## src/rtl/cd_pkg.sv

```systemverilog
// Shared definitions for the CD bus receive/transmit paths: FSM states,
// Modbus CRC16 constants and the byte-wide CRC update function.
package cd_pkg;

    typedef enum logic [2:0] {
        ST_IDLE,
        ST_HDR,
        ST_DATA,
        ST_CHECK,
        ST_WAIT_IDLE
    } cd_state_e;

    localparam logic [15:0] CD_CRC_INIT  = 16'hFFFF;
    localparam logic [15:0] CD_CRC_POLY  = 16'hA001;
    localparam logic [7:0]  CD_BROADCAST = 8'hFF;
    localparam int          CD_MAX_LEN   = 253;

    // Reflected CRC16, LSB first, one whole byte per call.
    function automatic logic [15:0] cd_crc_next(input logic [15:0] crc,
                                                input logic [7:0]  data);
        logic [15:0] c;
        c = crc ^ {8'h00, data};
        for (int i = 0; i < 8; i++) begin
            c = c[0] ? ((c >> 1) ^ CD_CRC_POLY) : (c >> 1);
        end
        return c;
    endfunction

endpackage

```

## src/rtl/cd_crc16.sv

```systemverilog
// Registered Modbus CRC16 accumulator; init restarts from CD_CRC_INIT and,
// together with en, folds the current byte into the fresh seed.
module cd_crc16
    import cd_pkg::*;
(
    input  logic        clk,
    input  logic        reset_n,
    input  logic        init,
    input  logic        en,
    input  logic [7:0]  data,
    output logic [15:0] crc
);

    logic [15:0] crc_base;

    assign crc_base = init ? CD_CRC_INIT : crc;

    always_ff @(posedge clk or negedge reset_n) begin
        if (!reset_n) begin
            crc <= CD_CRC_INIT;
        end else if (en) begin
            crc <= cd_crc_next(crc_base, data);
        end else if (init) begin
            crc <= CD_CRC_INIT;
        end
    end

endmodule

```

## src/rtl/cd_rx_frame.sv

```systemverilog
// Receive framer: parses src/dst/len, filters on dst, checks the CRC16 residue
// and streams accepted bytes to the frame buffer, committing with a switch pulse.
module cd_rx_frame
    import cd_pkg::*;
#(
    parameter int MAX_LEN = CD_MAX_LEN
) (
    input  logic       clk,
    input  logic       reset_n,
    input  logic [7:0] rx_byte,
    input  logic       rx_byte_en,
    input  logic       frame_end,
    input  logic       abort,
    input  logic [7:0] filter,
    input  logic       promiscuous,
    input  logic       not_drop,
    output logic [7:0] wr_byte,
    output logic [7:0] wr_addr,
    output logic       wr_en,
    output logic       wr_err,
    output logic [7:0] wr_len,
    output logic       switch,
    output logic       rx_error,
    output logic       rx_break
);

    localparam logic [8:0] MAX_LEN_W = 9'(MAX_LEN);

    cd_state_e   state;
    cd_state_e   state_byte;
    logic [7:0]  cnt;
    logic [7:0]  addr_now;
    logic [8:0]  remain;
    logic [7:0]  len_q;
    logic        end_seen;
    logic        wr_now;
    logic        len_bad;
    logic        len_ok;
    logic        dst_match;
    logic        crc_init;
    logic        crc_en;
    logic [15:0] crc;

    assign crc_init  = (state == ST_IDLE);
    assign crc_en    = rx_byte_en && !abort &&
                       (state == ST_IDLE || state == ST_HDR || state == ST_DATA);
    assign addr_now  = (state == ST_IDLE) ? 8'd0 : cnt;
    assign dst_match = (rx_byte == filter) || (rx_byte == CD_BROADCAST) || promiscuous;

    cd_crc16 u_crc (
        .clk     (clk),
        .reset_n (reset_n),
        .init    (crc_init),
        .en      (crc_en),
        .data    (rx_byte),
        .crc     (crc)
    );

    // Where the incoming byte alone would take the FSM; frame_end is applied afterwards.
    always_comb begin
        state_byte = state;
        wr_now     = 1'b0;
        len_bad    = 1'b0;
        len_ok     = 1'b0;
        if (rx_byte_en) begin
            case (state)
                ST_IDLE: begin
                    state_byte = ST_HDR;
                    wr_now     = 1'b1;
                end
                ST_HDR: begin
                    if (cnt == 8'd1) begin
                        wr_now = 1'b1;
                        if (!dst_match) state_byte = ST_WAIT_IDLE;
                    end else if ({1'b0, rx_byte} > MAX_LEN_W) begin
                        len_bad    = 1'b1;
                        state_byte = ST_WAIT_IDLE;
                    end else begin
                        len_ok     = 1'b1;
                        wr_now     = 1'b1;
                        state_byte = ST_DATA;
                    end
                end
                ST_DATA: begin
                    wr_now = 1'b1;
                    if (remain == 9'd1) state_byte = ST_CHECK;
                end
                default: ;
            endcase
        end
    end

    always_ff @(posedge clk or negedge reset_n) begin
        if (!reset_n) begin
            state    <= ST_IDLE;
            cnt      <= 8'd0;
            remain   <= 9'd0;
            len_q    <= 8'd0;
            end_seen <= 1'b0;
            wr_byte  <= 8'd0;
            wr_addr  <= 8'd0;
            wr_en    <= 1'b0;
            wr_err   <= 1'b0;
            wr_len   <= 8'd0;
            switch   <= 1'b0;
            rx_error <= 1'b0;
            rx_break <= 1'b0;
        end else begin
            wr_en    <= 1'b0;
            switch   <= 1'b0;
            rx_error <= 1'b0;
            rx_break <= 1'b0;
            if (abort) begin
                state    <= ST_IDLE;
                cnt      <= 8'd0;
                end_seen <= 1'b0;
            end else if (state == ST_CHECK) begin
                if (crc == 16'h0000) begin
                    switch <= 1'b1;
                    wr_err <= 1'b0;
                    wr_len <= len_q;
                end else begin
                    rx_error <= 1'b1;
                    if (not_drop) begin
                        switch <= 1'b1;
                        wr_err <= 1'b1;
                        wr_len <= len_q;
                    end
                end
                // An end already seen alongside crc_h means the bus is idle now.
                state    <= (end_seen || frame_end) ? ST_IDLE : ST_WAIT_IDLE;
                end_seen <= 1'b0;
            end else begin
                if (wr_now) begin
                    wr_en   <= 1'b1;
                    wr_byte <= rx_byte;
                    wr_addr <= addr_now;
                end
                if (rx_byte_en) cnt <= addr_now + 8'd1;
                if (len_ok) begin
                    len_q  <= rx_byte;
                    remain <= {1'b0, rx_byte} + 9'd2;
                end
                if (rx_byte_en && state == ST_DATA) remain <= remain - 9'd1;
                if (len_bad) rx_error <= 1'b1;

                case (state_byte)
                    ST_HDR, ST_DATA: begin
                        if (frame_end) begin
                            state    <= ST_IDLE;
                            rx_break <= 1'b1;
                        end else begin
                            state <= state_byte;
                        end
                    end
                    ST_CHECK: begin
                        state    <= ST_CHECK;
                        end_seen <= frame_end;
                    end
                    ST_WAIT_IDLE: state <= frame_end ? ST_IDLE : ST_WAIT_IDLE;
                    default:      state <= ST_IDLE;
                endcase
            end
        end
    end

endmodule

```

## config.mk

```make
export PLATFORM = sky130hd
export DESIGN_NAME = cd_rx_frame
export DESIGN_NICKNAME = d
export VERILOG_FILES = /design/src/rtl/cd_pkg.sv /design/src/rtl/cd_crc16.sv /design/src/rtl/cd_rx_frame.sv
export SDC_FILE = /design/constraint.sdc
export NUM_CORES = 1
export LEC_CHECK = 0
export BUFFER_PORTS_ARGS = -buffer_cell sky130_fd_sc_hd__buf_2
export CAP_MARGIN = 20
export CORE_MARGIN = 8
export CORE_UTILIZATION = 35
export DETAILED_ROUTE_END_ITERATION = 7
export GPL_ROUTABILITY_DRIVEN = 0
export PLACE_DENSITY = 0.52
export SYNTH_ARGS = -nofsm -noshare
export SYNTH_HDL_FRONTEND = slang
export SYNTH_SLANG_ARGS = --single-unit
```

## constraint.sdc

```tcl
create_clock -name clk -period 2.67 [get_ports clk]
set_input_delay 0.267 -clock clk [delete_from_list [all_inputs] [get_ports clk]]
set_output_delay 0.267 -clock clk [all_outputs]
set_load 0.05 [all_outputs]
```

# [Word level (Yosys, flattened, before mapping)]
# Cells that the tools add are included.
[totals] reg_bits=74 latchBits=0 mem_bits_rw=0 rom_bits=0 inputBits=23 n_memories=0
[op_classes] addsub=3 mul=0 div_mod_pow=0 n_lt_le_gt_ge=1 n_eq_ne=12 n_shift=0 mux=61 n_bitwise=11 n_reduce_logical=22
[op_table] cell="$mux W16" n=10
[op_table] cell="$mux W8" n=6
[op_table] cell="$mux W1" n=30
[op_table] cell="$mux W3" n=10
[op_table] cell="$not A2 Y3" n=8
[op_table] cell="$mux W9" n=2
[op_table] cell="$pmux W3 S3" n=2
[op_table] cell="$logic_not A16 Y1" n=1
[op_table] cell="$xor A16 B8 Y16" n=1
[op_table] cell="$eq A3 B2 Y1 const B" n=4
[op_table] cell="$reduce_and A3 Y1" n=4
[op_table] cell="$add A8 B2 Y9 const B" n=1
[op_table] cell="$eq A9 B1 Y1 const B" n=1
[op_table] cell="$sub A9 B1 Y9 const B" n=1
[op_table] cell="$add A8 B1 Y8 const B" n=1
[op_table] cell="$eq A8 B1 Y1 const B" n=1
[op_table] cell="$eq A8 B8 Y1" n=1
[op_table] cell="$eq A8 B8 Y1 const B" n=1
[op_table] cell="$gt A8 B8 Y1 const B" n=1
[op_table] cell="$eq A3 B1 Y1 const B" n=2
[op_table] cell="$reduce_bool A2 Y1" n=3
[op_table] cell="$logic_or A1 B1 Y1" n=5
[op_table] cell="$reduce_or A2 Y1" n=2
[op_table] cell="$eq A3 B3 Y1 const B" n=1
[op_table] cell="other kinds (8)" n=11

# [Longest topological paths before layout]
[logic_depth] depth_word=20 mapped_depth=10 mapped_depth_nobuf=8

# [By module]
# Synthesis repeated with hierarchy kept, for this count alone.
[hier_totals] hier_cells=411 hier_area_um2=4007.6
[modules_own_cells] mod="cd_rx_frame" n_inst=1 cells_per_inst=297 area_per_inst_um2=2946.6
[modules_own_cells] mod="cd_crc16" n_inst=1 cells_per_inst=114 area_per_inst_um2=1061.0

# [Least setup slack after synthesis]
# No wires, ideal clock.
[synth_path] path_kind="reg2reg" from="register state[0]" to="register u_crc.crc[0]" setup_time_ps=93 arrival_time_ps=1894 path_slack_ps=683 path_stages_with_launch=9 path_buffers=1 synth_period_minus_slack_ps=1987 path_cell_list="dfrtp_1 buf_6 nor3_4 nor2_1 xnor2_1 xor2_1 xnor3_1 o22ai_1 a21oi_1"
[synth_between] elab_chain_len=13 elab_cells_between_ends=25 classes_between="eq/ne (2); mux (10); bitwise (9); reduce/logical (4)"
[synth_rtl] item="from (decl)" line="cd_rx_frame.sv:29" source="cd_state_e state;"
[synth_rtl] item="from (signal assigned)" line="cd_rx_frame.sv:131" source="state <= (end_seen || frame_end) ? ST_IDLE : ST_WAIT_IDLE;"
[synth_rtl] item="from (signal assigned)" line="cd_rx_frame.sv:153" source="state <= state_byte;"
[synth_rtl] item="from (signal assigned)" line="cd_rx_frame.sv:160" source="ST_WAIT_IDLE: state <= frame_end ? ST_IDLE : ST_WAIT_IDLE;"
[synth_rtl] item="$logic_not A3 Y1" line="cd_rx_frame.sv:44, cd_rx_frame.sv:46"
[synth_rtl] item="$mux W16"
[synth_rtl] item="$xor A16 B8 Y16" line="cd_pkg.sv:22" source="c = crc ^ {8'h00, data};"
[synth_rtl] item="$mux W16 / $not A2 Y3 (equally long branches) (7 in a row)"
[synth_rtl] item="$not A2 Y3 (no source line) / $mux W16 (equally long branches)"
[synth_rtl] item="$mux W16" line="cd_pkg.sv:24" source="c = c[0] ? ((c >> 1) ^ CD_CRC_POLY) : (c >> 1);"
[synth_rtl] item="$mux W16 (*)" line="cd_crc16.sv:21" source="end else if (en) begin"
[synth_rtl] item="to (signal assigned)" line="cd_crc16.sv:22" source="crc <= cd_crc_next(crc_base, data);"
[synth_rtl] item="to (decl)" line="cd_crc16.sv:11" source="output logic [15:0] crc"
# Every way passes the cells marked *; elsewhere a longest branch is shown, timed or not.
# A chain may end at the register's enable or synchronous reset.

# [Worst setup path after layout]
[layout_path] from="register state[1]" to="register u_crc.crc[0]"
# Same word-level chain as after synthesis.

==> out/metrics.cfg <==
[placement]
io_buffers=51
hpwl_mm=6.96
place_ws_ps=298

[logic_synthesis]
synth_area_sq_um=3930
synth_top_area_share=0.369
syn_nets=431
synth_edf_count=0
yosys.area.top_type=dfrtp_1
synth_area_per_cell_sq_um=9.72
ys_ff_latch=74
ys_warn_count=0
synthCells=404
synth.distinct_cells=51
yosys-top-cells-area=dfrtp_1, dfstp_2, mux2_2, xnor2_1, nand2_1
ys.flop_type=dfrtp_1
yosysMostFrequentCell=dfrtp_1
synth_commonest_cells=dfrtp_1, nand2_1, nor2_1, o21ai_0
ys_seq_area_frac=0.476
synth-async-reset-ratio=1.00

[layout]
nets=477
layout-drive-gt1-share=0.257
multi_input_area_sq_um=1910
fillers=1082
antennaDiodeCount=0
area_growth_pct=16.1
regArea_sq_um=1870

[worst_setup_path]
critPathKind=register to register
cp.arrival_ps=2660
critPathLaunchType=register
crit_family=XOR/XNOR gates
critPathMaxStageDelay_ps=530
worstSetupStartpoint=state[1]
endpoint_kind=register
path_buf_inv=0
cp_max_fo=14
reg2reg_from=state[1]
slowest_stage=dfrtp_1
path_cells=nor3_4 -> nor2_1 -> xnor2_1 -> xor2_1 -> xnor3_1 -> o211a_1 -> a21oi_1
critPathRequiredTime_ps=2950

[grt]
grt_pass1_vias=3184
met1_usage=0.181
overflow=0
grt.busiest_layer=met2
track_usage=0.142
use_met3=0.0403
grt_max_degree=75
grt_pass1_wl_mm=16.7
grt_antenna_before_repair=0
met2_usage=0.226

[clocking]
hold_buffers=0
clkLatencyLatePin_ps=350
ctsLongestPathBuffers=2
cts_tree=yes
clk_pin_slew_worst_paths_ps=80
ctsRootBufferMaster=clkbuf_8
cts_buffers=9
ctsResizeCount=0
numClockSinks=74
htree_levels=3
post_cts_buffers=0

[drt]
final_antenna_net_count=0
drtIter0Drc=202
drc=0
num_vias=3039
firstDrtPassIters=4
routed_wl_mm=9.81
routedWlPerCell_um=16.5
via_per_inst=5.11

[floorplanning]
dieArea_sq_um=14900
rows=38
coreArea_sq_um=10900
initial_core_util=0.361
io_pins=52
die_w_um=122
die_h_um=122

[power]
p_per_area_nw_per_um2=669
power_mw=3.05
ir_drop_uv=388
power_leakage_nw=2.06

[timing]
max_clock_freq_ghz=0.421
layout_setup_ws_ps=292
min_period_ps=2380
final_max_slew_viol_count=0
hold_viol_final=0
tightestPinTransition_ps=938
finClkSkew_ps=7.99
tns_ps=0
setup_viol=0
rsz0062_at_grt=no
slew_headroom=0.375
fin_crit_sh=0.891

[job]
max_cap_violations=0

[outcome]
status=finished, final reports clean

[min_path]
hold_class=primary input to async pin

[per-layer routing]
layer	wire length (um)	share of wire
met1	4570	0.47
met2	4540	0.46
met3	593	0.060
met4	108	0.011
met5	0	0
[through the flow]
step,area (sq um),utilization,std cells,hold slack (ps)
after global placement,4320,0.396,579,455
after CTS,4560,0.419,595,84.1
final,4560,0.419,595,40.7
after global routing,4560,0.419,595,96.7
after detailed placement,4320,0.396,579,465
after floorplan,3930,-,404,-28.6
[layout by cell type (no fill, tap or decap), drive strengths merged, types with 9 or more instances in the layout]
| cell | instances |
|---|---|
| inv | 10 |
| xnor2 | 23 |
| nor3 | 10 |
| nand3 | 14 |
| dfstp | 16 |
| nand2 | 46 |
| dfrtp | 58 |
| clkbuf | 11 |
| nor4 | 9 |
| a21oi | 21 |
| nor2 | 38 |
| buf | 60 |
| mux2 | 20 |
| o21ai | 32 |
| xor2 | 17 |
[path summary, 6_finish.rpt]
path	to	slack, ps	cells after the start
setup / recovery	u_crc.crc[0]	290	7
hold / removal	wr_addr[6]	40	1
setup reg to reg	u_crc.crc[0]	290	7
hold reg to reg	wr_addr[7]	470	2
max in group asynchronous	wr_byte[5]	2000	1
min in group clk	state[2]	120	2
[logic make-up (layout without fill, tap and decap cells)]
logic type | after synthesis | count (layout) | synth area share
AND/OR/NAND/NOR | 147 | 147 | 0.181
AO/OA/AOI/OAI | 82 | 82 | 0.130
flip-flops | 74 | 74 | 0.476
XOR/XNOR | 41 | 41 | 0.102
buffers and inverters | 35 | 86 | 0.0385
multiplexers | 21 | 21 | 0.0599
adder cells (fa/ha/maj) | 4 | 4 | 0.0127
[power by group]
part,leakage [nW],internal [mW],switching (mW)
Sequential,0.922,1.27,0.118
Combinational,1.02,0.230,0.355
Clock,0.120,0.645,0.427
[state kept, by name, summed over array words and instances, names as in the netlist]
register   count
wr_err         1
u_crc.crc     16
switch         1
state          3
len_q          8
cnt            8
wr_addr        8
wr_byte        8
rx_break       1
remain         9
end_seen       1
rx_error       1
wr_len         8
wr_en          1
[area by class of cell]
cell class	instances	share of cell area
tap	140	0.0384
sequential	74	0.411
inverter	10	0.00823
clock buffer	11	0.0310
clock inverter	5	0.0225
timing repair buffer	60	0.0714
multi-input combinational	295	0.418
Power figures use the tool's default switching activity.
